==> config.mk <==
export PLATFORM = sky130hd
export DESIGN_NAME = tl_async_crossing_sink
export DESIGN_NICKNAME = d
export VERILOG_FILES = /design/src/rtl/tl_async_crossing_sink.sv
export SDC_FILE = /design/constraint.sdc
export NUM_CORES = 1
export LEC_CHECK = 0
export CAP_MARGIN = 0
export CORE_ASPECT_RATIO = 2
export CORE_UTILIZATION = 42
export CTS_BUF_LIST = sky130_fd_sc_hd__clkbuf_16
export DETAILED_ROUTE_END_ITERATION = 16
export PLACE_DENSITY = 0.86
export SKIP_LAST_GASP = 1
export SLEW_MARGIN = 25
export SYNTH_ARGS = -nofsm -noshare
export SYNTH_HDL_FRONTEND = slang
export SYNTH_HIERARCHICAL = 1
export SYNTH_SLANG_ARGS = --single-unit
==> constraint.sdc <==
create_clock -name clock -period 1.7 [get_ports clock]
set_clock_uncertainty 0.2 [all_clocks]
set_input_delay 0.17 -clock clock [delete_from_list [all_inputs] [get_ports clock]]
set_output_delay 0.17 -clock clock [all_outputs]
set_load 0.05 [all_outputs]
==> src/rtl/tl_async_crossing_sink.sv <==
// Sink half of the TileLink async crossing: terminates the depth-1 A queue and sources the depth-1 D queue.
// Define TL_ASYNC_SINK_CHECK_EN to compile in the protocol checker. SYNC_STAGES legal range is 2..4.
module tl_async_crossing_sink #(
    parameter int SYNC_STAGES = 3
) (
    input  logic        clock,
    input  logic        reset,
    input  logic [2:0]  auto_in_a_mem_0_opcode,
    input  logic [8:0]  auto_in_a_mem_0_address,
    input  logic [31:0] auto_in_a_mem_0_data,
    input  logic        auto_in_a_widx,
    output logic        auto_in_a_ridx,
    input  logic        auto_in_a_safe_widx_valid,
    output logic        auto_in_a_safe_ridx_valid,
    input  logic        auto_in_a_safe_source_reset_n,
    output logic        auto_in_a_safe_sink_reset_n,
    output logic [2:0]  auto_in_d_mem_0_opcode,
    output logic [1:0]  auto_in_d_mem_0_size,
    output logic        auto_in_d_mem_0_source,
    output logic [31:0] auto_in_d_mem_0_data,
    output logic        auto_in_d_widx,
    input  logic        auto_in_d_ridx,
    output logic        auto_in_d_safe_widx_valid,
    input  logic        auto_in_d_safe_ridx_valid,
    output logic        auto_in_d_safe_source_reset_n,
    input  logic        auto_in_d_safe_sink_reset_n,
    input  logic        auto_out_a_ready,
    output logic        auto_out_a_valid,
    output logic [2:0]  auto_out_a_bits_opcode,
    output logic [8:0]  auto_out_a_bits_address,
    output logic [31:0] auto_out_a_bits_data,
    output logic        auto_out_d_ready,
    input  logic        auto_out_d_valid,
    input  logic [2:0]  auto_out_d_bits_opcode,
    input  logic [1:0]  auto_out_d_bits_size,
    input  logic        auto_out_d_bits_source,
    input  logic [31:0] auto_out_d_bits_data
);

    localparam int IDX_A_WIDX    = 0;
    localparam int IDX_A_WVALID  = 1;
    localparam int IDX_A_SRC_RST = 2;
    localparam int IDX_D_RIDX    = 3;
    localparam int IDX_D_RVALID  = 4;
    localparam int IDX_D_SNK_RST = 5;

    logic [5:0]                    async_s;
    logic [SYNC_STAGES-1:0][5:0]   sync_r;
    logic                          widx_sync_s;
    logic                          live_a_s;
    logic                          ridx_d_sync_s;
    logic                          ridx_d_sync_nxt_s;
    logic                          live_d_s;
    logic                          live_d_nxt_s;

    logic                          a_valid_r;
    logic [2:0]                    a_opcode_r;
    logic [8:0]                    a_address_r;
    logic [31:0]                   a_data_r;
    logic                          ridx_a_r;
    logic                          a_ridx_valid_r;
    logic                          a_was_live_r;
    logic                          a_sink_rst_n_r;
    logic                          a_empty_s;
    logic                          a_fire_s;
    logic                          a_load_s;

    logic                          widx_d_r;
    logic                          widx_d_nxt_s;
    logic                          d_ready_r;
    logic                          d_fire_s;
    logic                          d_widx_valid_r;
    logic                          d_src_rst_n_r;
    logic [2:0]                    d_opcode_r;
    logic [1:0]                    d_size_r;
    logic                          d_source_r;
    logic [31:0]                   d_data_r;

    assign async_s = {auto_in_d_safe_sink_reset_n, auto_in_d_safe_ridx_valid, auto_in_d_ridx,
                      auto_in_a_safe_source_reset_n, auto_in_a_safe_widx_valid, auto_in_a_widx};

    // Shift every asynchronous input through its SYNC_STAGES-deep chain
    always_ff @(posedge clock) begin
        if (reset) begin
            sync_r <= {SYNC_STAGES{6'd0}};
        end else begin
            sync_r <= {sync_r[SYNC_STAGES-2:0], async_s};
        end
    end

    // The *_nxt values are what the last stage holds after the coming edge, so registered ready lines up
    assign widx_sync_s       = sync_r[SYNC_STAGES-1][IDX_A_WIDX];
    assign live_a_s          = sync_r[SYNC_STAGES-1][IDX_A_WVALID] & sync_r[SYNC_STAGES-1][IDX_A_SRC_RST];
    assign ridx_d_sync_s     = sync_r[SYNC_STAGES-1][IDX_D_RIDX];
    assign ridx_d_sync_nxt_s = sync_r[SYNC_STAGES-2][IDX_D_RIDX];
    assign live_d_s          = sync_r[SYNC_STAGES-1][IDX_D_RVALID] & sync_r[SYNC_STAGES-1][IDX_D_SNK_RST];
    assign live_d_nxt_s      = sync_r[SYNC_STAGES-2][IDX_D_RVALID] & sync_r[SYNC_STAGES-2][IDX_D_SNK_RST];

    // A-side load and fire decisions
    always_comb begin
        a_empty_s = (widx_sync_s == ridx_a_r);
        a_fire_s  = a_valid_r & auto_out_a_ready;
        a_load_s  = ~a_empty_s & live_a_s & (~a_valid_r | auto_out_a_ready);
    end

    // A output register, read pointer and liveness handshake; losing the source flushes the queue
    always_ff @(posedge clock) begin
        if (reset) begin
            a_valid_r      <= 1'b0;
            a_opcode_r     <= 3'd0;
            a_address_r    <= 9'd0;
            a_data_r       <= 32'd0;
            ridx_a_r       <= 1'b0;
            a_ridx_valid_r <= 1'b0;
            a_was_live_r   <= 1'b0;
            a_sink_rst_n_r <= 1'b0;
        end else begin
            a_sink_rst_n_r <= 1'b1;
            a_ridx_valid_r <= live_a_s | ~a_was_live_r;
            a_was_live_r   <= a_was_live_r | live_a_s;
            if (!live_a_s) begin
                a_valid_r <= 1'b0;
                ridx_a_r  <= widx_sync_s;
            end else if (a_load_s) begin
                a_valid_r   <= 1'b1;
                a_opcode_r  <= auto_in_a_mem_0_opcode;
                a_address_r <= auto_in_a_mem_0_address;
                a_data_r    <= auto_in_a_mem_0_data;
                ridx_a_r    <= ~ridx_a_r;
            end else if (a_fire_s) begin
                a_valid_r <= 1'b0;
            end
        end
    end

    assign d_fire_s = auto_out_d_valid & d_ready_r;

    // Next D write pointer: realigned to the reader while the far side is down
    always_comb begin
        if (!live_d_s) begin
            widx_d_nxt_s = ridx_d_sync_s;
        end else if (d_fire_s) begin
            widx_d_nxt_s = ~widx_d_r;
        end else begin
            widx_d_nxt_s = widx_d_r;
        end
    end

    // D mailbox, write pointer and ready (mailbox free and far side live)
    always_ff @(posedge clock) begin
        if (reset) begin
            widx_d_r       <= 1'b0;
            d_ready_r      <= 1'b0;
            d_widx_valid_r <= 1'b0;
            d_src_rst_n_r  <= 1'b0;
            d_opcode_r     <= 3'd0;
            d_size_r       <= 2'd0;
            d_source_r     <= 1'b0;
            d_data_r       <= 32'd0;
        end else begin
            widx_d_r       <= widx_d_nxt_s;
            d_ready_r      <= (widx_d_nxt_s == ridx_d_sync_nxt_s) & live_d_nxt_s;
            d_widx_valid_r <= 1'b1;
            d_src_rst_n_r  <= 1'b1;
            if (d_fire_s) begin
                d_opcode_r <= auto_out_d_bits_opcode;
                d_size_r   <= auto_out_d_bits_size;
                d_source_r <= auto_out_d_bits_source;
                d_data_r   <= auto_out_d_bits_data;
            end
        end
    end

    assign auto_in_a_ridx                = ridx_a_r;
    assign auto_in_a_safe_ridx_valid     = a_ridx_valid_r;
    assign auto_in_a_safe_sink_reset_n   = a_sink_rst_n_r;
    assign auto_out_a_valid              = a_valid_r;
    assign auto_out_a_bits_opcode        = a_opcode_r;
    assign auto_out_a_bits_address       = a_address_r;
    assign auto_out_a_bits_data          = a_data_r;
    assign auto_in_d_mem_0_opcode        = d_opcode_r;
    assign auto_in_d_mem_0_size          = d_size_r;
    assign auto_in_d_mem_0_source        = d_source_r;
    assign auto_in_d_mem_0_data          = d_data_r;
    assign auto_in_d_widx                = widx_d_r;
    assign auto_in_d_safe_widx_valid     = d_widx_valid_r;
    assign auto_in_d_safe_source_reset_n = d_src_rst_n_r;
    assign auto_out_d_ready              = d_ready_r;

`ifdef TL_ASYNC_SINK_CHECK_EN
    tl_async_crossing_sink_checker u_checker (
        .clock     (clock),
        .reset     (reset),
        .widx_sync (widx_sync_s),
        .ridx_a    (ridx_a_r),
        .live_a    (live_a_s),
        .a_valid   (a_valid_r),
        .a_ready   (auto_out_a_ready),
        .a_bits    ({a_opcode_r, a_address_r, a_data_r}),
        .d_valid   (auto_out_d_valid),
        .d_ready   (d_ready_r)
    );
`else
    // Protocol checker not compiled in; datapath is unchanged.
`endif

endmodule

`ifdef TL_ASYNC_SINK_CHECK_EN
// Protocol checker for the sink crossing: compares each cycle against the previous one.
module tl_async_crossing_sink_checker (
    input logic        clock,
    input logic        reset,
    input logic        widx_sync,
    input logic        ridx_a,
    input logic        live_a,
    input logic        a_valid,
    input logic        a_ready,
    input logic [43:0] a_bits,
    input logic        d_valid,
    input logic        d_ready
);

    logic        armed_r;
    logic        widx_q_r;
    logic        ridx_q_r;
    logic        live_q_r;
    logic        a_valid_q_r;
    logic        a_ready_q_r;
    logic [43:0] a_bits_q_r;
    logic        d_valid_q_r;
    logic        d_ready_q_r;

    // Previous-cycle history
    always_ff @(posedge clock) begin
        if (reset) begin
            armed_r     <= 1'b0;
            widx_q_r    <= 1'b0;
            ridx_q_r    <= 1'b0;
            live_q_r    <= 1'b0;
            a_valid_q_r <= 1'b0;
            a_ready_q_r <= 1'b0;
            a_bits_q_r  <= 44'd0;
            d_valid_q_r <= 1'b0;
            d_ready_q_r <= 1'b0;
        end else begin
            armed_r     <= 1'b1;
            widx_q_r    <= widx_sync;
            ridx_q_r    <= ridx_a;
            live_q_r    <= live_a;
            a_valid_q_r <= a_valid;
            a_ready_q_r <= a_ready;
            a_bits_q_r  <= a_bits;
            d_valid_q_r <= d_valid;
            d_ready_q_r <= d_ready;
        end
    end

    // Rule evaluation while out of reset
    always_ff @(posedge clock) begin
        if (!reset && armed_r) begin
            if (live_a && live_q_r && (widx_sync != widx_q_r) && (widx_q_r != ridx_q_r)) begin
                $error("tl_async_crossing_sink: widx toggled again before ridx answered");
                $fatal(1, "tl_async_crossing_sink: protocol check");
            end
            if (a_valid_q_r && !a_ready_q_r && a_valid && (a_bits != a_bits_q_r)) begin
                $error("tl_async_crossing_sink: A bits changed while stalled");
                $fatal(1, "tl_async_crossing_sink: protocol check");
            end
            if (d_valid_q_r && !d_ready_q_r && !d_valid) begin
                $error("tl_async_crossing_sink: D valid dropped before fire");
                $fatal(1, "tl_async_crossing_sink: protocol check");
            end
        end
    end

endmodule
`endif
## Word level (Yosys, flattened, before mapping)

Cells that the tools add are included.

- Output and inout port bits: 90
- Bits in registers: 107
- Word-level logic and storage cells: 47
- Bits of input ports: 92

- Eq/ne operators: 3
- Mux-type cells: 7
- Reductions and logical operators: 3
- Bitwise logic cells: 17

Operators with widths:

| operator | count |
|---|---|
| 1-bit AND | 8 |
| 1-bit two-way mux | 7 |
| 1-bit NOT | 6 |
| 1-bit OR | 3 |
| 1-bit == test | 2 |
| 2-bit by 1-bit != test with 1-bit output (second input constant) | 1 |
| 2-bit AND reduction | 1 |
| 2-bit nonzero test | 1 |
| 2-bit OR reduction | 1 |

## Logic depth before layout (Yosys ltp)

- Depth in word-level cells: 6
- Mapped depth: 5
- Gate-level depth less buffers: 3

## Worst setup path after synthesis

OpenSTA, ideal clock, no wires.

- Path kind: register to register
- Start: register ridx_a_r (netlist: auto_in_a_ridx)
- End: register a_data_r[19] (netlist: auto_out_a_bits_data[19])
- Cell stages (with the launch flop): 5
- Slack: -0.109 ns
- Data required time: 1.430 ns
- Period minus slack after synthesis: 1.809 ns
- Path buffers: 1
- Data arrival time: 1.539 ns
- Library setup time: 0.070 ns
- Cell sequence: dfxtp_1 -> xor2_2 -> buf_6 -> nand4_1 -> a21oi_1

- Word-level cells in the longest chain between the ends: 5

RTL lines:

| item | line | RTL |
|---|---|---|
| start: declaration | 60 | `logic ridx_a_r;` |
| start signal: assignment | 123 | `ridx_a_r <= widx_sync_s;` |
| start signal: assignment | 129 | `ridx_a_r <= ~ridx_a_r;` |
| 1-bit == test | 101 | `a_empty_s = (widx_sync_s == ridx_a_r);` |
| 1-bit NOT | 103 | `a_load_s = ~a_empty_s & live_a_s & (~a_valid_r \| auto_out_a_ready);` |
| 1-bit AND (2 in a row) | 103 |  |
| 2-bit AND reduction (no source line) | n/a |  |
| end signal: assignment | 128 | `a_data_r <= auto_in_a_mem_0_data;` |
| end: declaration | 59 | `logic [31:0] a_data_r;` |

No other way between the ends.
A chain may end at the register's enable or synchronous reset.

## Worst setup path in the final report

- Start: register sync_r[12] (netlist bit)
- End: register a_data_r[18] (netlist: auto_out_a_bits_data[18])

- Word-level cells in the longest chain between the ends: 5

RTL lines:

| item | line | RTL |
|---|---|---|
| start: declaration | 48 | `logic [SYNC_STAGES-1:0][5:0] sync_r;` |
| start signal: assignment | 85 | `sync_r <= {SYNC_STAGES{6'd0}};` |
| start signal: assignment | 87 | `sync_r <= {sync_r[SYNC_STAGES-2:0], async_s};` |
| 1-bit == test | 101 |  |
| 1-bit NOT | 103 |  |
| 1-bit AND (2 in a row) | 103 |  |
| 2-bit AND reduction (no source line) | n/a |  |

No other way between the ends.

==> impl_results.md <==
* Root Driver: clkbuf_16
* Port Buffer Count at 181
* CTS H-Tree Depth at 3
* Die width at 72.1 um
* Final setup fails at 0
* # Post-CTS Setup Buffers at 0
* WL met3 at slightly below 800 um
* RSZ-0062 raised after global routing: no
* Min Hold Slack at 176 ps
* P&R area growth vs syn at 47.0%
* Peak Freq at 0.634 GHz
* 1st-iter DRT viols at 220
* Per-cell routed wire length at between 15 and 20 um
* # DRC at 0
* Clk slew on worst S/H paths at 70 ps
* Fin. max-slew vios at 0
* Vias per Instance at 5.34
* Crit path capture type: register
* Post-synthesis sequential area ratio at 51.9%
* Slowest stage delay, CP at 530 ps
* Post-route ant nets at 0
* Startpoint types: register
* Syn_nets at 543
* Wire length on met1 at about 3800 um
* Initial Util at 43.7%
* Fin crit period at approximately 1600 ps
* Synth unique cells at 29
* Die H at around 140 um
* Post-Syn Area at 4130 um2
* Clock tree buffer depth at 2
* Area post-placement at 5750 um2
* # diodes at 0
* Post-route cell area at 6060 um2
* Total track usage at 22.0%
* Post-Layout Cell Count at 742
* Post-CTS sizing at 0
* TritonCTS Buffers at 9
* DR top layer: met4
* Setup TNS at 0 ps
* Fillers at between 700 and 800
* Initial antenna violation count at 0
* HPWL Detailed at approximately 8000 um
* Crit Path Category: reg -> reg
* Maximum vdd ir drop at 0.591 mV
* CTS tree: done
* Core ar. at 9450 um2
* Worst Path Max Fanout at 19
* Post-Synthesis Cells at 451
* # Max-Cap Violations at 0
* Clk Latency, worst-skew pair at 340 ps
* Rel. slew slack at between 60% and 70%
* Die area at approximately 10000 um2
* CP arrival at 1590 ps
* Slew @ Worst Pin at about 460 ps
* Largest net degree at the start of global routing at 48
* Req. time, crit path at 1710 ps
* Pre-Repair DR Iteration Count at 4
* Final Hold Viols at 0
* I/O pins at 182
* Total Power at 4990 uW
* Pwr Density at 823 nW/um2
* HP Class: in -> reg
* Status: finished clean
* Fraction of layout cells with a size suffix above 1 at 20.8%
* Fin nets at 699
* Yosys reg bits at about 110
* Mean area per synthesized cell at 9.15 um2
* Yosys warnings at 6
* Global-route wire length before repair at 17900 um
* Met2 Wirelength at 6390 um
* Routed wire length at approximately 11000 um
* Part of the cycle the worst path needs at ~93%
* Static Leakage at 0.00222 uW
* Slowest CP cell: dfxtp_1
* Crit path cell chain: xnor2_4, buf_4, o31ai_1, a21oi_1
* Number of global-route vias before repair at 3898
* Total clock sinks at 107
* Core Rows at 50
* Dpl cells at about 730
* GR Overflow Total at 0
* Routed vias at a little under 4000
* GP Congestion at 0.765
[timing repair]
item,in CTS,in global routing
hold buffers,1,0
endpoints found under the hold margin,16,0
endpoints found under the setup margin,0,0
[final timing paths]
kind	startpoint	endpoint	slack [ps]	cells after the start
worst max-delay path	sync_r[12]	auto_out_a_bits_data[18]	120	4
worst min-delay path	auto_out_d_bits_data[8]	auto_in_d_mem_0_data[8]	180	3
worst max register to register	sync_r[12]	auto_out_a_bits_data[18]	120	4
worst min register to register	a_was_live_r	auto_in_a_safe_ridx_valid	240	1
[flip-flops by register name, indices dropped and copies added, names as in the netlist]
signal	flops
a_was_live_r	1
auto_in_d_mem_0_opcode	3
auto_in_a_ridx	1
auto_in_d_mem_0_data	32
auto_out_a_bits_address	9
auto_out_a_valid	1
auto_in_d_safe_source_reset_n	1
auto_in_a_safe_ridx_valid	1
auto_out_a_bits_data	32
auto_out_a_bits_opcode	3
auto_out_d_ready	1
ridx_d_sync_s	1
ridx_d_sync_nxt_s	1
auto_in_d_widx	1
auto_in_d_mem_0_size	2
auto_in_d_mem_0_source	1
sync_r	16
[routing by layer]
metal,GRT usage [%],up-vias
li1,-,1907
met1,22.3,1834
met2,41.5,191
met3,4.82,28
met4,9.80,0
met5,0,-
[cell usage in the layout (no fill, tap or decap), drive strengths merged]
master         instances
xnor2                  1
inv                    3
clkbuf                 9
dfxtp                107
o21ai                  1
a21oi                 84
clkinv                 1
nand3b                 2
a21bo                  1
nand2b                 1
dlygate4sd3            1
bufinv                 1
or2                    1
nor2                   3
buf                  104
nor3b                  1
nand3                  2
o31ai                 44
nor2b                 19
nand2                 79
clkdlybuf4s50         90
and2                   4
nand4                 44
xor2                   1
a211o                  1
a211oi                 4
clkinvlp               3
[worst max-delay path, delay by kind of cell (launching register included)]
family | cells | cell delay, ps
xor+xnor | 1 | 90
buf+inv | 1 | 210
compound gates | 2 | 430
flops | 1 | 530
[metrics by stage]
step	util [%]	setup slack (ps)
floorplan	-	99.7
finish	64.2	123
global placement	60.9	87.9
CTS	64.2	125
global route	64.2	11.3
detailed placement	60.9	35.8
[kinds of logic (layout without fill, tap and decap cells)]
logic type,count (synthesis),in the layout,share of synthesized area (%)
AO/OA/AOI/OAI,135,135,19.6
XOR/XNOR,2,2,1.06
buffers and inverters,51,212,8.67
flip-flops,107,107,51.9
AND/OR/NAND/NOR,156,156,18.7
[cells in the mapped netlist (all sizes together)]
master    n  area share [%]
dfxtp   107              52
a211o     1            0.21
nand4    44             6.7
o31ai    44             8.1
nor3b     1            0.18
buf      26             5.6
xor2      1            0.39
a21oi    84              10
or2       1            0.15
nor2b    19             2.9
and2      4            0.61
a211oi    4            0.73
o21ai     1            0.12
nand3b    2            0.36
bufbuf    1            0.46
xnor2     1            0.67
nand2    79             7.2
inv       1           0.091
nor2      3            0.27
clkbuf   23             2.6
nand3     2            0.24
nand2b    1            0.15
a21bo     1            0.24
[final cells by class]
class,instances,area [um2],share of cell area (%)
repair buffers,195,1800,29.8
multi-input cells,293,1640,27.1
well taps,130,163,2.68
flip-flops and latches,107,2150,35.4
inverters,1,3.75,0.0619
clock buffers,9,225,3.72
clock inverters,7,76.3,1.26
[where the power goes]
part / switching (uW) / total [uW] / leakage (uW) / internal (uW)
Combinational: 146 / 374 / 0.00121 / 228
Sequential: 11.7 / 2540 / 0.000867 / 2530
Clock: 922 / 2070 / 0.000138 / 1150
Power figures use the tool's default switching activity.
